## src/rtl/tx_req_inflight_limiter_pkg.sv

```systemverilog
// Shared definitions for the transmit request in-flight limiter.
// - CNT_WIDTH_DEFAULT: default width of each in-flight counter and limit
//   field. Driver and CSR code use the same value.
// - Retire-event encoding: one bit per retire source in retire_vec_t.
// - retire_count(): the number of retire events set in a retire_vec_t.
package tx_req_inflight_limiter_pkg;

    localparam int CNT_WIDTH_DEFAULT = 6;

    // Bit positions of the retire sources inside a retire vector.
    localparam int RETIRE_DEQ   = 0;  // dequeue reported empty or error; nothing was sent
    localparam int RETIRE_START = 1;  // transmit start failed
    localparam int RETIRE_FIN   = 2;  // transmit finished
    localparam int RETIRE_NUM   = 3;

    typedef logic [RETIRE_NUM-1:0] retire_vec_t;

    // Up to three retire events can land in the same cycle.
    function automatic logic [1:0] retire_count(input retire_vec_t ev);
        return {1'b0, ev[RETIRE_DEQ]} + {1'b0, ev[RETIRE_START]} + {1'b0, ev[RETIRE_FIN]};
    endfunction

endpackage

```

## src/rtl/tx_req_inflight_limiter_if.sv

```systemverilog
// Transmit request stream bundle, packed for PORTS ports.
// - queue, tag, dest: per-port request fields, concatenated with port 0 in
//   the least significant slice.
// - valid, ready: per-port handshake.
// Modports:
// - master: drives the request and samples ready.
// - slave: receives the request and drives ready.
interface tx_req_inflight_limiter_if
    import tx_req_inflight_limiter_pkg::*;
#(
    parameter int PORTS             = 2,
    parameter int QUEUE_INDEX_WIDTH = 4,
    parameter int REQ_TAG_WIDTH     = 8,
    parameter int DEST_WIDTH        = 8
);
    logic [PORTS*QUEUE_INDEX_WIDTH-1:0] queue;
    logic [PORTS*REQ_TAG_WIDTH-1:0]     tag;
    logic [PORTS*DEST_WIDTH-1:0]        dest;
    logic [PORTS-1:0]                   valid;
    logic [PORTS-1:0]                   ready;

    modport master (output queue, tag, dest, valid, input ready);
    modport slave  (input queue, tag, dest, valid, output ready);
endinterface

```

## src/rtl/tx_inflight_counter.sv

```systemverilog
// In-flight counter and limit compare for a single port.
// Ports:
// - clk, rst: clock and synchronous active-high reset.
// - cfg_limit, cfg_enable: admission limit and enable for this port.
// - inc: a request was accepted downstream this cycle.
// - retire: retire events seen this cycle (see the package encoding).
// - admit: combinational; the port may accept a request this cycle.
// - cnt: registered in-flight count.
// - idle: registered; high while cnt is zero.
// - underflow: sticky; a retire arrived that would take the count below zero.
module tx_inflight_counter
    import tx_req_inflight_limiter_pkg::*;
#(
    parameter int CNT_WIDTH = CNT_WIDTH_DEFAULT
) (
    input  logic                 clk,
    input  logic                 rst,
    input  logic [CNT_WIDTH-1:0] cfg_limit,
    input  logic                 cfg_enable,
    input  logic                 inc,
    input  retire_vec_t          retire,
    output logic                 admit,
    output logic [CNT_WIDTH-1:0] cnt,
    output logic                 idle,
    output logic                 underflow
);
    // Two extra bits: one for the +1 carry, one for the sign.
    localparam int SW = CNT_WIDTH + 2;

    logic [CNT_WIDTH-1:0] cnt_reg, cnt_next;
    logic                 idle_reg;
    logic                 underflow_reg, underflow_next;
    logic [SW-1:0]        sum;

    // Compare against the registered count only. This keeps ready free of
    // any path from this cycle's valid.
    assign admit = cfg_enable && (cnt_reg < cfg_limit);

    always_comb begin
        sum            = {2'b00, cnt_reg} + SW'(inc) - SW'(retire_count(retire));
        cnt_next       = sum[CNT_WIDTH-1:0];
        underflow_next = underflow_reg;
        if (sum[SW-1]) begin
            // More retires than in-flight requests: floor at zero and flag it.
            cnt_next       = '0;
            underflow_next = 1'b1;
        end else if (sum[SW-2]) begin
            cnt_next = '1;
        end
    end

    always_ff @(posedge clk) begin
        if (rst) begin
            cnt_reg       <= '0;
            idle_reg      <= 1'b1;
            underflow_reg <= 1'b0;
        end else begin
            cnt_reg       <= cnt_next;
            idle_reg      <= (cnt_next == '0);
            underflow_reg <= underflow_next;
        end
    end

    assign cnt       = cnt_reg;
    assign idle      = idle_reg;
    assign underflow = underflow_reg;
endmodule

```

## src/rtl/tx_req_inflight_limiter.sv

```systemverilog
// Per-port admission control between the transmit schedulers and the
// transmit request mux. A port is stalled while its count of in-flight
// requests is at or above cfg_limit. A request is in flight from the time
// it is accepted downstream until status feedback retires it. The request
// path has no latency and no buffering.
// Ports:
// - clk, rst: clock and synchronous active-high reset.
// - s_axis_req: slave request bundle from the schedulers.
// - m_axis_req: master request bundle to the mux.
// - s_axis_status_*: per-port dequeue, start and finish status, used to
//   retire requests.
// - cfg_limit, cfg_enable: per-port limit (0 blocks the port) and enable.
// - stat_inflight, stat_idle, stat_underflow: per-port counter state.
module tx_req_inflight_limiter
    import tx_req_inflight_limiter_pkg::*;
#(
    parameter int PORTS             = 2,
    parameter int QUEUE_INDEX_WIDTH = 4,
    parameter int REQ_TAG_WIDTH     = 8,
    parameter int DEST_WIDTH        = 8,
    parameter int CNT_WIDTH         = CNT_WIDTH_DEFAULT
) (
    input  logic                       clk,
    input  logic                       rst,
    tx_req_inflight_limiter_if.slave   s_axis_req,
    tx_req_inflight_limiter_if.master  m_axis_req,
    input  logic [PORTS-1:0]           s_axis_status_dequeue_empty,
    input  logic [PORTS-1:0]           s_axis_status_dequeue_error,
    input  logic [PORTS-1:0]           s_axis_status_dequeue_valid,
    input  logic [PORTS-1:0]           s_axis_status_start_error,
    input  logic [PORTS-1:0]           s_axis_status_start_valid,
    input  logic [PORTS-1:0]           s_axis_status_finish_valid,
    input  logic [PORTS*CNT_WIDTH-1:0] cfg_limit,
    input  logic [PORTS-1:0]           cfg_enable,
    output logic [PORTS*CNT_WIDTH-1:0] stat_inflight,
    output logic [PORTS-1:0]           stat_idle,
    output logic [PORTS-1:0]           stat_underflow
);
    logic [PORTS-1:0] admit;

    // Request fields pass through unchanged; only the handshake is gated.
    assign m_axis_req.queue = s_axis_req.queue;
    assign m_axis_req.tag   = s_axis_req.tag;
    assign m_axis_req.dest  = s_axis_req.dest;

    genvar gi;
    generate
        for (gi = 0; gi < PORTS; gi++) begin : g_port
            retire_vec_t retire_ev;

            assign m_axis_req.valid[gi] = s_axis_req.valid[gi] && admit[gi];
            assign s_axis_req.ready[gi] = m_axis_req.ready[gi] && admit[gi];

            // A dequeue with neither flag set, or a start without error,
            // leaves the request in flight.
            assign retire_ev[RETIRE_DEQ]   = s_axis_status_dequeue_valid[gi] &&
                                             (s_axis_status_dequeue_empty[gi] ||
                                              s_axis_status_dequeue_error[gi]);
            assign retire_ev[RETIRE_START] = s_axis_status_start_valid[gi] &&
                                             s_axis_status_start_error[gi];
            assign retire_ev[RETIRE_FIN]   = s_axis_status_finish_valid[gi];

            tx_inflight_counter #(
                .CNT_WIDTH (CNT_WIDTH)
            ) u_cnt (
                .clk        (clk),
                .rst        (rst),
                .cfg_limit  (cfg_limit[gi*CNT_WIDTH +: CNT_WIDTH]),
                .cfg_enable (cfg_enable[gi]),
                .inc        (m_axis_req.valid[gi] && m_axis_req.ready[gi]),
                .retire     (retire_ev),
                .admit      (admit[gi]),
                .cnt        (stat_inflight[gi*CNT_WIDTH +: CNT_WIDTH]),
                .idle       (stat_idle[gi]),
                .underflow  (stat_underflow[gi])
            );
        end
    endgenerate
endmodule

```

## src/flat_wrapper.sv

```systemverilog
// flat-port wrapper written by rule: the top's interface ports become plain ports
module tx_req_inflight_limiter_flat import tx_req_inflight_limiter_pkg::*;
#(
    parameter int PORTS             = 2,
    parameter int QUEUE_INDEX_WIDTH = 4,
    parameter int REQ_TAG_WIDTH     = 8,
    parameter int DEST_WIDTH        = 8,
    parameter int CNT_WIDTH         = CNT_WIDTH_DEFAULT
)
  (clk, rst, s_axis_status_dequeue_empty, s_axis_status_dequeue_error, s_axis_status_dequeue_valid, s_axis_status_start_error, s_axis_status_start_valid, s_axis_status_finish_valid, cfg_limit, cfg_enable, stat_inflight, stat_idle, stat_underflow, s_axis_req_queue, s_axis_req_tag, s_axis_req_dest, s_axis_req_valid, s_axis_req_ready, m_axis_req_queue, m_axis_req_tag, m_axis_req_dest, m_axis_req_valid, m_axis_req_ready);
  tx_req_inflight_limiter_if #(.PORTS(PORTS), .QUEUE_INDEX_WIDTH(QUEUE_INDEX_WIDTH), .REQ_TAG_WIDTH(REQ_TAG_WIDTH), .DEST_WIDTH(DEST_WIDTH)) s_axis_req_i ();
  tx_req_inflight_limiter_if #(.PORTS(PORTS), .QUEUE_INDEX_WIDTH(QUEUE_INDEX_WIDTH), .REQ_TAG_WIDTH(REQ_TAG_WIDTH), .DEST_WIDTH(DEST_WIDTH)) m_axis_req_i ();
  input  logic clk;
  input  logic rst;
  input  logic [PORTS-1:0] s_axis_status_dequeue_empty;
  input  logic [PORTS-1:0] s_axis_status_dequeue_error;
  input  logic [PORTS-1:0] s_axis_status_dequeue_valid;
  input  logic [PORTS-1:0] s_axis_status_start_error;
  input  logic [PORTS-1:0] s_axis_status_start_valid;
  input  logic [PORTS-1:0] s_axis_status_finish_valid;
  input  logic [PORTS*CNT_WIDTH-1:0] cfg_limit;
  input  logic [PORTS-1:0] cfg_enable;
  output logic [PORTS*CNT_WIDTH-1:0] stat_inflight;
  output logic [PORTS-1:0] stat_idle;
  output logic [PORTS-1:0] stat_underflow;
  input wire logic [$bits(s_axis_req_i.queue)-1:0] s_axis_req_queue;
  input wire logic [$bits(s_axis_req_i.tag)-1:0] s_axis_req_tag;
  input wire logic [$bits(s_axis_req_i.dest)-1:0] s_axis_req_dest;
  input wire logic [$bits(s_axis_req_i.valid)-1:0] s_axis_req_valid;
  output wire logic [$bits(s_axis_req_i.ready)-1:0] s_axis_req_ready;
  output wire logic [$bits(m_axis_req_i.queue)-1:0] m_axis_req_queue;
  output wire logic [$bits(m_axis_req_i.tag)-1:0] m_axis_req_tag;
  output wire logic [$bits(m_axis_req_i.dest)-1:0] m_axis_req_dest;
  output wire logic [$bits(m_axis_req_i.valid)-1:0] m_axis_req_valid;
  input wire logic [$bits(m_axis_req_i.ready)-1:0] m_axis_req_ready;
  assign s_axis_req_i.queue = s_axis_req_queue;
  assign s_axis_req_i.tag = s_axis_req_tag;
  assign s_axis_req_i.dest = s_axis_req_dest;
  assign s_axis_req_i.valid = s_axis_req_valid;
  assign s_axis_req_ready = s_axis_req_i.ready;
  assign m_axis_req_queue = m_axis_req_i.queue;
  assign m_axis_req_tag = m_axis_req_i.tag;
  assign m_axis_req_dest = m_axis_req_i.dest;
  assign m_axis_req_valid = m_axis_req_i.valid;
  assign m_axis_req_i.ready = m_axis_req_ready;
  tx_req_inflight_limiter #(.PORTS(PORTS), .QUEUE_INDEX_WIDTH(QUEUE_INDEX_WIDTH), .REQ_TAG_WIDTH(REQ_TAG_WIDTH), .DEST_WIDTH(DEST_WIDTH), .CNT_WIDTH(CNT_WIDTH)) u_core (.clk(clk), .rst(rst), .s_axis_req(s_axis_req_i), .m_axis_req(m_axis_req_i), .s_axis_status_dequeue_empty(s_axis_status_dequeue_empty), .s_axis_status_dequeue_error(s_axis_status_dequeue_error), .s_axis_status_dequeue_valid(s_axis_status_dequeue_valid), .s_axis_status_start_error(s_axis_status_start_error), .s_axis_status_start_valid(s_axis_status_start_valid), .s_axis_status_finish_valid(s_axis_status_finish_valid), .cfg_limit(cfg_limit), .cfg_enable(cfg_enable), .stat_inflight(stat_inflight), .stat_idle(stat_idle), .stat_underflow(stat_underflow));
endmodule
```

## config.mk

```make
export PLATFORM = sky130hd
export DESIGN_NAME = tx_req_inflight_limiter_flat
export DESIGN_NICKNAME = d
export VERILOG_FILES = /design/src/rtl/tx_req_inflight_limiter_pkg.sv /design/src/rtl/tx_req_inflight_limiter_if.sv /design/src/rtl/tx_inflight_counter.sv /design/src/rtl/tx_req_inflight_limiter.sv /design/src/flat_wrapper.sv
export SDC_FILE = /design/constraint.sdc
export NUM_CORES = 1
export LEC_CHECK = 0
export BUFFER_PORTS_ARGS = -buffer_cell sky130_fd_sc_hd__buf_2
export CORE_ASPECT_RATIO = 2
export CORE_MARGIN = 8
export CORE_UTILIZATION = 30
export DETAILED_ROUTE_END_ITERATION = 8
export SETUP_SLACK_MARGIN = 0.1
export SLEW_MARGIN = 40
export SYNTH_ARGS = -nofsm -noshare
export SYNTH_HDL_FRONTEND = slang
export SYNTH_HIERARCHICAL = 1
export SYNTH_SLANG_ARGS = --single-unit
export TNS_END_PERCENT = 50
```

## constraint.sdc

```tcl
create_clock -name clk -period 7.9 [get_ports clk]
set_clock_uncertainty 0.2 [all_clocks]
set_input_delay 0.395 -clock clk [delete_from_list [all_inputs] [get_ports clk]]
set_output_delay 0.395 -clock clk [all_outputs]
set_load 0.03 [all_outputs]
```

# Yosys cells after proc, flatten, opt, wreduce, memory -nomap -nowiden

Index checks and enable logic that the tools add are counted.
Widths: inputs -> output; s select.

Register bits: 16
Input port bits: 72
Output and inout bits: 60
Logic and storage cells: 36

$add $sub $neg: 8
$lt $le $gt $ge: 2
Mux-type cells: 4
Reductions and logical operators: 16

Operator list:

| operator          | count |
|---|---|
| $mux 6            | 4 |
| $sub 7x2->8       | 2 |
| $add 6x1->7       | 2 |
| $logic_and 1x1->1 | 12 |
| $logic_not 6->1   | 2 |
| $lt 6x6->1        | 2 |
| $add 1x1->2       | 2 |
| $add 2x1->2       | 2 |
| $logic_or 1x1->1  | 2 |

# Depth between registers and ports, before layout

Gate-level depths: netlist of the first run.

Depth after elaboration: 9
Depth in mapped cells: 17
Mapped depth without buffers: 17

# Hierarchy

Netlist of the first run, hierarchy kept.

By module, submodules not included:

| module                                        | times used | cells an instance | area each (um2) | seq. area each (um2) |
|---|---|---|---|---|
| tx_inflight_counter at u_core.g_port[0].u_cnt | 1          | 89                | 763.2           | 160.2 |
| tx_inflight_counter at u_core.g_port[1].u_cnt | 1          | 87                | 753.2           | 160.2 |
| tx_req_inflight_limiter                       | 1          | 50                | 365.4           | 0.0 |

# Worst setup path after synthesis of the first run

Ideal clock, no wire load.

Kind: register -> register
Start: register u_core.g_port[0].u_cnt.cnt_reg[1]
End: register u_core.g_port[0].u_cnt.idle_reg
Setup time: 60 ps
Data arrival time: 3867 ps
Data required time: 7640 ps
Slack: 3773 ps
Cell stages (with the launch flop): 16
Buffers on the path: 0
Clock period less this slack: 4127 ps
Cells stage by stage: dfxtp_1 -> ha_1 -> a21o_1 -> a21o_1 -> a211oi_1 -> o211a_1 -> and3_1 -> fa_1 -> fa_1 -> ha_1 -> inv_1 -> fa_1 -> or3_1 -> o2bb2a_2 -> o31ai_4 -> a41o_1

Word-level cells in the longest chain between the ends: 9

RTL lines:

| item                      | RTL line                      | RTL |
|---|---|---|
| start, declared           | tx_inflight_counter.sv:30     | `logic [CNT_WIDTH-1:0] cnt_reg, cnt_next;` |
| start signal, assigned    | tx_inflight_counter.sv:58     | `cnt_reg <= cnt_next;` |
| $lt 6x6->1 *              | tx_inflight_counter.sv:37     | `assign admit = cfg_enable && (cnt_reg < cfg_limit);` |
| $logic_and 1x1->1 *       | tx_inflight_counter.sv:37     |  |
| named net u_core.admit[0] | tx_req_inflight_limiter.sv:39 | `logic [PORTS-1:0] admit;` |
| $logic_and 1x1->1 *       | tx_req_inflight_limiter.sv:51 | `assign m_axis_req.valid[gi] = s_axis_req.valid[gi] && admit[gi];` |
| $logic_and 1x1->1 *       | tx_req_inflight_limiter.sv:70 | `.inc (m_axis_req.valid[gi] && m_axis_req.ready[gi]),` |
| $add 6x1->7 *             | tx_inflight_counter.sv:40     | `sum = {2'b00, cnt_reg} + SW'(inc) - SW'(retire_count(retire));` |
| $sub 7x2->8 *             | tx_inflight_counter.sv:40     |  |
| $mux 6                    | tx_inflight_counter.sv:47     | `end else if (sum[SW-2]) begin` |
| $mux 6 *                  | tx_inflight_counter.sv:43     | `if (sum[SW-1]) begin` |
| $logic_not 6->1 *         | tx_inflight_counter.sv:59     | `idle_reg <= (cnt_next == '0);` |
| end signal, assigned      | tx_inflight_counter.sv:59     |  |
| end, declared             | tx_inflight_counter.sv:31     | `logic idle_reg;` |

Mark *: on every way through the listed nets, which the timed path passes. The rest lies on a longest branch.
A chain may end at the register's enable or synchronous reset.

# Worst setup path after layout of the first run

Ends and elaborated chain as after synthesis.

==> impl_metrics.tcl, run 1 <==
set metrics [dict create \
    syn_area_per_cell_um2 8.33 \
    finalMaxSlewViolations 0 \
    whs_endpoint "u_core/g_port[0].u_cnt/underflow" \
    dp_hpwl_um 3430 \
    cts_setup_buffers 0 \
    netlist_area_um2 1880 \
    grt_pass1_vias 1585 \
    yosysTopAreaCellShare_pct 18.6 \
    r2r.worst_path.cells 16 \
    ys_seq_area_share_pct 17.0 \
    postCtsHoldBufs 0 \
    cts_sinks 16 \
    io_buffers 51 \
    slowest_stage "fa_1" \
    whs_path_depth 2 \
    synth_edf_count 0 \
    ys_top_cells_by_area "ha_1, dfxtp_1, buf_4, inv_1, fa_1" \
    crit_chain "ha_1, a21o_1, a21o_1, a211oi_1, o211a_1, and3_1, fa_1, fa_1, ha_1, inv_1, fa_1, nand2b_1, a21o_1, o21ai_0, nand2b_1, a41o_1" \
    tns_ns 0 \
    whs_ns 0.152 \
    overflow 0 \
    largest_register_ffs 12 \
    hp-start "rst" \
    placed_area_um2 1940 \
    initial_core_util_pct 30.3 \
    final-setup-viol-count 0 \
    tightest_slew_ns 0.412 \
    hold_class "input port to register" \
    drt_iter0_markers 28 \
    grt_max_degree 10 \
    critPathBufInv 1 \
    hold_viol_final 0 \
    vias 1511 \
    cp-start-kind "register" \
    maxCapViolCount 0 \
    ctsHtreeMaxLevel 1 \
    crit_type "register to register" \
    cts_inserted_buffers 3 \
    final_net_count 347 \
    cts_resized 0 \
    clk_latency_ns 0.24 \
    area_delta_synth_final_pct 7.78 \
    grtUsageTotal_pct 8.61 \
    critPathRequiredTime_ns 7.83 \
    period_needed_ns 4.31 \
    crit_path_end_kind "register" \
    synthArstFlopShare_pct 0 \
    ys_dominant_reg_cell "dfxtp_1" \
    die_w_um 72.0 \
    r2r_slack_ns 3.59 \
    detail-route-antenna-nets 0 \
    grt_pass1_wl_um 6790 \
    cts-root-buf "clkbuf_16" \
    slew_headroom_pct 72.3 \
    drtPass1Iterations 4 \
    ys_types 39 \
    rows 41 \
    synth_top_area_cell "ha_1" \
    ir_drop_v 0.000149 \
    wl_um 4010 \
    via_per_inst 4.63 \
    core_area_um2 6210 \
    synthCells 226 \
    cts_buffer_depth 2 \
    r2r_end "u_core/g_port[0].u_cnt/idle" \
    cp_max_fo 7 \
    synth_commonest_cells "buf_4, inv_1, ha_1" \
    drive_gt1_share_pct 26.3 \
    fill_cells 668 \
    die_area_um2 9220 \
    critPathMaxStageDelay_ns 0.49 \
    timing.final.crit_share_pct 54.6 \
    status "completed" \
    wl_per_cell_um 12.3 \
    gp_congestion 0.785 \
    cts_tree "built" \
    boundaryPins 132 \
    startpoint "u_core/g_port[0].u_cnt/cnt[1]" \
    synth.most_common_cell "buf_4" \
    clkTransAtPathRegs_ns 0.05 \
    r2r_start "u_core/g_port[0].u_cnt/cnt[1]" \
    antenna_found_initial 0 \
    fin_area_um2 2030 \
    n_antenna_cell 0 \
    arrival_ns 4.24 \
    synth_seq_cells 16 \
    p_total_uw 797 \
    leakagePower_uw 0.00107 \
    fin_util_pct 32.7 \
    synth_fp_nets 332 \
    power.density_nw_per_um2 393 \
    cpLargestDelayFamily "adder cells" \
    yosys_warnings 6 \
    die_h_um 128 \
    rsz0062_at_grt "no" \
    drc_errors 0 \
    max_freq_ghz 0.232 \
]
[worst max path at each step]
stage / to / depth (start not counted)
after global routing: u_core/g_port[0].u_cnt/idle / 16
after global placement: u_core/g_port[0].u_cnt/idle / 18
after detailed placement: u_core/g_port[0].u_cnt/idle / 18
after CTS: u_core/g_port[0].u_cnt/idle / 16
after floorplan: u_core/g_port[0].u_cnt/idle / 15
final: u_core/g_port[0].u_cnt/idle / 16
[cells by family (layout without fill, tap and decap cells)]
group	after synthesis	count (layout)	share of synthesized area, %
DFF	16	16	17.0
xor gates and xnor gates	9	9	4.19
adders and majority gates	34	34	25.0
buffers and inverters	80	94	24.0
AOI/OAI and AO/OA	49	49	19.0
and+or+nand+nor	38	38	10.8
[worst register-to-register path: stages (launching register included)]
cell and delay [ns]:
dfxtp_1 0.34, ha_1 0.29, a21o_1 0.11, a21o_1 0.12, a211oi_1 0.07, o211a_1 0.24, and3_1 0.17, fa_1 0.43
fa_1 0.49, ha_1 0.19, inv_1 0.06, fa_1 0.41, nand2b_1 0.19, a21o_1 0.19, o21ai_0 0.24, nand2b_1 0.21
a41o_1 0.25
[stage by stage]
step	setup WS [ns]	instances
global placement	3.44	322
finish	3.59	326
floorplan	3.77	226
detailed placement	3.36	322
CTS	3.51	326
global route	3.24	326
[area by class of cell]
type	instances	area [µm²]	area share [%]
clock buffer	4	88.8	4.38
inverter	39	146	7.22
multi-input combinational	130	1110	54.7
sequential	16	320	15.8
tap	86	108	5.31
timing repair buffer	51	255	12.6
[layout by cell type (no fill, tap or decap), types with 2 or more instances in the layout]
cell type | synthesis | layout
nand2b_1 | 5 | 5
inv_1 | 39 | 39
o21a_1 | 2 | 2
o211a_1 | 2 | 2
a21oi_1 | 15 | 15
and2_1 | 6 | 6
a41o_1 | 2 | 2
nor2_1 | 15 | 15
and3_1 | 3 | 3
clkbuf_16 | 0 | 3
nor3_1 | 2 | 2
a211oi_1 | 3 | 3
ha_1 | 28 | 28
dfxtp_1 | 16 | 16
xnor2_1 | 6 | 6
nand3_1 | 2 | 2
o21ai_0 | 6 | 6
xor2_1 | 3 | 3
a21o_1 | 6 | 6
buf_2 | 0 | 51
fa_1 | 6 | 6
[layer usage]
layer | wire length, µm | GRT usage, % | part of all wire (%) | vias up
li1 | - | - | - | 736
met1 | 1750 | 9.22 | 44 | 688
met2 | 1840 | 14.5 | 46 | 81
met3 | 395 | 4.08 | 9.9 | 6
met4 | 22 | 2.55 | 0.55 | 0
met5 | 0 | 0 | 0 | -
[power by group]
part / switching [µW] / internal (µW) / total, µW
clock network: 28.9 / 76.7 / 106
registers: 33.0 / 114 / 147
logic: 330 / 215 / 545
(Power assumes the default switching activity.)
==> run 2: changes to the inputs <==
==> constraint.sdc (replaced) <==
create_clock -name clk -period 4 [get_ports clk]
set_clock_uncertainty 0.2 [all_clocks]
set_input_delay 0.2 -clock clk [delete_from_list [all_inputs] [get_ports clk]]
set_output_delay 0.2 -clock clk [all_outputs]
set_load 0.03 [all_outputs]
==> run 2 against run 1 <==
Compared with the run above:
- register-to-register slack lost 3.5 ns
- first-iteration DRC count grew 21%
- non-clock buffer count grew 16
- largest cell class unchanged
==> impl_metrics.tcl, run 2 (same netlist as run 1, synthesis figures left out) <==
set metrics [dict create \
    ctsHtreeMaxLevel 1 \
    finalMaxSlewViolations 0 \
    timing.final.crit_share_pct 98.2 \
    status "completed" \
    crit_type "register to register" \
    core_area_um2 6210 \
    die_h_um 128 \
    largest_register_ffs 12 \
    final-setup-viol-count 0 \
    vias 1565 \
    whs_path_depth 0 \
    place_ws_ns -0.0701 \
    via_per_inst 4.58 \
    wl_um 4440 \
    clk_latency_ns 0.24 \
    initial_core_util_pct 30.3 \
    crit_path_end_kind "register" \
    dp.cells 330 \
    n_antenna_cell 0 \
    cts_buffer_depth 2 \
    grt_pass1_wl_um 7280 \
    drt_iter0_markers 34 \
    layout_commonest_cell "buf_2" \
    grt_max_degree 10 \
    dp_hpwl_um 3610 \
    grtUsageTotal_pct 9.26 \
    antenna_found_initial 0 \
    setup_ws_ns 0.0736 \
    die_w_um 72.0 \
    cp_max_fo 3 \
    overflow 0 \
    max_freq_ghz 0.255 \
    grt_pass1_vias 1677 \
    ir_drop_v 0.000343 \
    critPathRequiredTime_ns 3.93 \
    tightest_slew_ns 0.596 \
    gp_congestion 0.793 \
    slew_headroom_pct 60.0 \
    period_needed_ns 3.93 \
    boundaryPins 132 \
    stdcell_count 342 \
    cts_tree "built" \
    cp-start-kind "register" \
    drc_errors 0 \
    wl_per_cell_um 13.0 \
    r2r_end "u_core/g_port[0].u_cnt/underflow" \
    hp-start "s_axis_req_dest[7]" \
    leakagePower_uw 0.00118 \
    cts_inserted_buffers 3 \
    power.density_nw_per_um2 815 \
    r2r.worst_path.cells 18 \
    drive_gt1_share_pct 44.1 \
    detail-route-antenna-nets 0 \
    cts_sinks 16 \
    arrival_ns 3.86 \
    r2r_start "u_core/g_port[0].u_cnt/cnt[1]" \
    die_area_um2 9220 \
    maxCapViolCount 0 \
    whs_endpoint "m_axis_req_dest[7]" \
    drtPass1Iterations 4 \
    seqCellArea_um2 333 \
    multi_input_area_um2 1280 \
    final_cell_mix "buf_2, inv_1, ha_1, nor2_1, buf_4" \
    hold_viol_final 0 \
    cts-root-buf "clkbuf_16" \
    final_net_count 363 \
    startpoint "u_core/g_port[0].u_cnt/cnt[1]" \
    rsz0062_at_grt "yes" \
    area_delta_synth_final_pct 25.0 \
    hold_class "input port to output port" \
    clkTransAtPathRegs_ns 0.05 \
    io_buffers 51 \
    fill_cells 643 \
    rows 41 \
    r2r_slack_ns 0.07 \
]
==> run 2: cell count changes in the layout (fill, tap and decap cells not counted), moves of 6 or more <==
cell	delta
a21oi_1	-8
a21oi_2	+7
buf_4	+11
dfxtp_1	-6
==> run 2: what timing repair did <==
item                       in CTS  in global routing
hold buffers                    1                  0
gates resized for setup        12                 18
gates cloned                    0                  0
setup buffers                   6                  1
setup endpoints to repair      13                 15
pin swaps                      11                 11
hold endpoints to repair        2                  0
==> run 2: routing by layer <==
| layer | vias up | routed length, µm | track usage (%) |
|---|---|---|---|
| met5 | - | 0 | 0 |
| met4 | 0 | 0 | 0.727 |
| met3 | 0 | 429 | 4.55 |
| met2 | 91 | 2220 | 16.2 |
| met1 | 706 | 1790 | 10.0 |
| li1 | 768 | - | - |
==> run 2: layout make-up <==
type	instances	area share [%]
Inverter	39	6.22
Multi-Input combinational cell	130	54.6
Timing Repair Buffer	67	16.7
Sequential cell	16	14.1
Clock buffer	4	3.78
Tap cell	86	4.57
==> run 2: through the flow <==
step	power (µW)	TNS (ns)	hold WS, ns	util (%)	area (µm²)
after detailed placement	1470	-0.433	0.200	33.0	2050
after global routing	2080	-0.233	0.200	37.9	2350
after floorplan	1240	0	0.0691	-	1930
after global placement	1430	-0.0410	0.200	33.0	2050
final	1920	0	0.200	37.9	2350
after CTS	1800	0	0.200	36.3	2250
==> run 2: worst max-delay path by stage <==
stage	end	slack [ns]	cells past startpoint
final	u_core/g_port[0].u_cnt/underflow	0.07	18
after CTS	u_core/g_port[0].u_cnt/idle	0.03	16
after detailed placement	u_core/g_port[0].u_cnt/cnt[3]	-0.07	17
after global routing	u_core/g_port[0].u_cnt/underflow	-0.08	18
after floorplan	u_core/g_port[0].u_cnt/idle	0.12	15
after global placement	u_core/g_port[0].u_cnt/idle	-0.04	16
==> run 2: worst max-delay path, stage by stage (launching register included) <==
cell and delay [ns]:
dfxtp_4 0.35, ha_4 0.25, a21o_1 0.11, a21o_1 0.10, a211oi_1 0.06, o211a_1 0.24
and3_4 0.15, fa_2 0.33, fa_1 0.50, ha_2 0.20, inv_2 0.04, fa_2 0.35
nand2b_4 0.17, a21o_4 0.23, o21ai_4 0.19, buf_6 0.11, buf_4 0.09, buf_4 0.09
a21oi_1 0.05
==> run 2: power breakdown <==
group | internal, µW | switching, µW | leakage [µW]
registers | 232 | 52.3 | 0.000135
logic | 618 | 807 | 0.00100
clock network | 151 | 56.5 | 0.0000442
total | 1000 | 915 | 0.00118
==> run 3: changes to the inputs <==
--- a/config.mk
+++ b/config.mk
@@ -10,6 +10,7 @@
 export CORE_MARGIN = 8
 export CORE_UTILIZATION = 30
 export DETAILED_ROUTE_END_ITERATION = 8
+export GPL_TIMING_DRIVEN = 0
 export SETUP_SLACK_MARGIN = 0.1
 export SLEW_MARGIN = 40
 export SYNTH_ARGS = -nofsm -noshare
==> constraint.sdc (replaced) <==
create_clock -name clk -period 4 [get_ports clk]
set_clock_uncertainty 0.2 [all_clocks]
set_input_delay 0.2 -clock clk [delete_from_list [all_inputs] [get_ports clk]]
set_output_delay 0.2 -clock clk [all_outputs]
set_load 0.005 [all_outputs]
==> run 3 against run 2 <==
Compared with the run above:
- die area is the same
- critical path depth decreased by 2
- critical path type unchanged
- combinational power is 15% lower
- count of clock-buffer cells in the layout did not move
- first-iteration DRC count down 32%
- sequential power up 4%
- power down 10%
- global-route usage up 2.6 points
- largest power group unchanged
- cell area up 17%
- sequential cell count did not move
- worst hold slack better by 0.042 ns
- clock power about the same
==> impl_metrics.tcl, run 3 (same netlist as run 1, synthesis figures left out) <==
set metrics [dict create \
    rows 41 \
    cp-start-kind "register" \
    finalMaxSlewViolations 0 \
    die_h_um 128 \
    grt_pass1_wl_um 9070 \
    leakagePower_uw 0.00148 \
    cts-root-buf "clkbuf_16" \
    dp_hpwl_um 4630 \
    hold_class "register to register" \
    p_total_uw 1720 \
    slew_headroom_pct 58.0 \
    gp_congestion 0.787 \
    grtUsageTotal_pct 11.8 \
    wl_um 5480 \
    layout_commonest_cell "buf_2" \
    core_area_um2 6210 \
    n_antenna_cell 0 \
    cts_sinks 16 \
    cts_tree "built" \
    arrival_ns 3.94 \
    critPathBufInv 1 \
    timing.final.crit_share_pct 99.0 \
    detail-route-antenna-nets 0 \
    grt_max_degree 10 \
    period_needed_ns 3.96 \
    rsz0062_at_grt "yes" \
    ctsHtreeMaxLevel 1 \
    cts_inserted_buffers 3 \
    placed_area_um2 2450 \
    cts_buffer_depth 2 \
    max_freq_ghz 0.253 \
    hold_viol_final 0 \
    final_cell_mix "buf_2, buf_4, inv_1, ha_1" \
    cpLargestDelayFamily "adder cells" \
    ir_drop_v 0.000398 \
    final-setup-viol-count 0 \
    boundaryPins 132 \
    largest_register_ffs 12 \
    critPathMaxStageDelay_ns 0.49 \
    grt_pass1_vias 1904 \
    crit_type "register to register" \
    area_delta_synth_final_pct 46.1 \
    initial_core_util_pct 30.3 \
    critPathRequiredTime_ns 3.98 \
    final_net_count 437 \
    wl_per_cell_um 13.2 \
    clk_latency_ns 0.24 \
    clkTransAtPathRegs_ns 0.05 \
    die_area_um2 9220 \
    fin_area_um2 2750 \
    status "completed" \
    die_w_um 72.0 \
    dp.cells 403 \
    crit_path_end_kind "register" \
    antenna_found_initial 0 \
    slowest_stage "fa_1" \
    io_buffers 91 \
    crit_chain "ha_4, a21o_1, a21o_1, a211oi_2, o211a_1, and3_4, fa_2, fa_1, ha_2, inv_2, fa_2, nand2b_4, a2111oi_4, a311oi_1, o21ai_1, a41o_1" \
    maxCapViolCount 0 \
    drtPass1Iterations 4 \
    via_per_inst 4.33 \
    stdcell_count 416 \
    cp_max_fo 3 \
    tightest_slew_ns 0.626 \
    drc_errors 0 \
    vias 1803 \
    drive_gt1_share_pct 54.5 \
    overflow 0 \
    power.density_nw_per_um2 627 \
    drt_iter0_markers 23 \
]
run 3: cell types whose count changed in the layout (fill, tap and decap cells not counted), moves of 2 or more:
cell,previous run,this run
dfxtp_2,4,1
buf_2,51,91
a21oi_2,7,5
a21oi_1,7,10
nand2b_4,4,2
dfxtp_1,10,14
buf_4,11,47
buf_6,4,1
run 3: worst paths after layout:
kind | from | endpoint | slack, ns | depth (start not counted)
max | u_core/g_port[1].u_cnt/cnt[1] | u_core/g_port[1].u_cnt/idle | 0.04 | 16
min | u_core/g_port[0].u_cnt/underflow | u_core/g_port[0].u_cnt/underflow | 0.24 | 2
max reg2reg | u_core/g_port[1].u_cnt/cnt[1] | u_core/g_port[1].u_cnt/idle | 0.04 | 16
min reg2reg | u_core/g_port[0].u_cnt/underflow | u_core/g_port[0].u_cnt/underflow | 0.24 | 2
run 3: final cells by class:
| cell class | count | area (µm²) |
|---|---|---|
| timing repair buffer | 100 | 529 |
| fill | 656 | 3460 |
| buffer | 41 | 305 |
| inverter | 39 | 146 |
| tap | 86 | 108 |
| sequential | 16 | 325 |
| clock buffer | 4 | 88.8 |
| multi-input combinational | 130 | 1250 |
run 3: per-stage QoR:
| step | hold WS (ns) | util [%] | TNS, ns | setup slack [ns] |
|---|---|---|---|---|
| 2_1_floorplan | 0.0691 | - | 0 | 0.103 |
| 3_3_place_gp | 0.202 | 39.5 | -0.464 | -0.170 |
| 3_5_place_dp | 0.205 | 39.5 | -1.40 | -0.242 |
| 4_1_cts | 0.246 | 43.7 | -0.00660 | -0.00660 |
| 5_1_grt | 0.276 | 44.3 | -0.549 | -0.117 |
| 6_report | 0.242 | 44.3 | 0 | 0.0419 |
run 3: tightest hold or removal path, delay by kind of cell (launching register included):
kind | cells | cell delay [ns]
flip-flops | 1 | 0.30
buffers and inverters | 1 | 0.04
AO/OA/AOI/OAI | 1 | 0.05
run 3: per-layer routing:
metal / global-route usage (%) / vias to the layer above / part of all wire, %
li1: - / 916 / -
met5: 0 / - / 0
met3: 3.29 / 4 / 7.3
met2: 22.1 / 50 / 55
met4: 2.55 / 0 / 0.75
met1: 12.5 / 833 / 37
run 3: where the power goes:
group / internal, µW / switching, µW
clock: 152 / 59.1
combinational: 583 / 635
sequential: 228 / 67.3
total: 962 / 761
run 3: timing repair:
action	CTS	global route
endpoints found under the setup margin	15	15
pin swaps	16	5
hold buffers	1	0
setup buffers	5	3
resized for setup	29	4
hold endpoints to repair	2	0
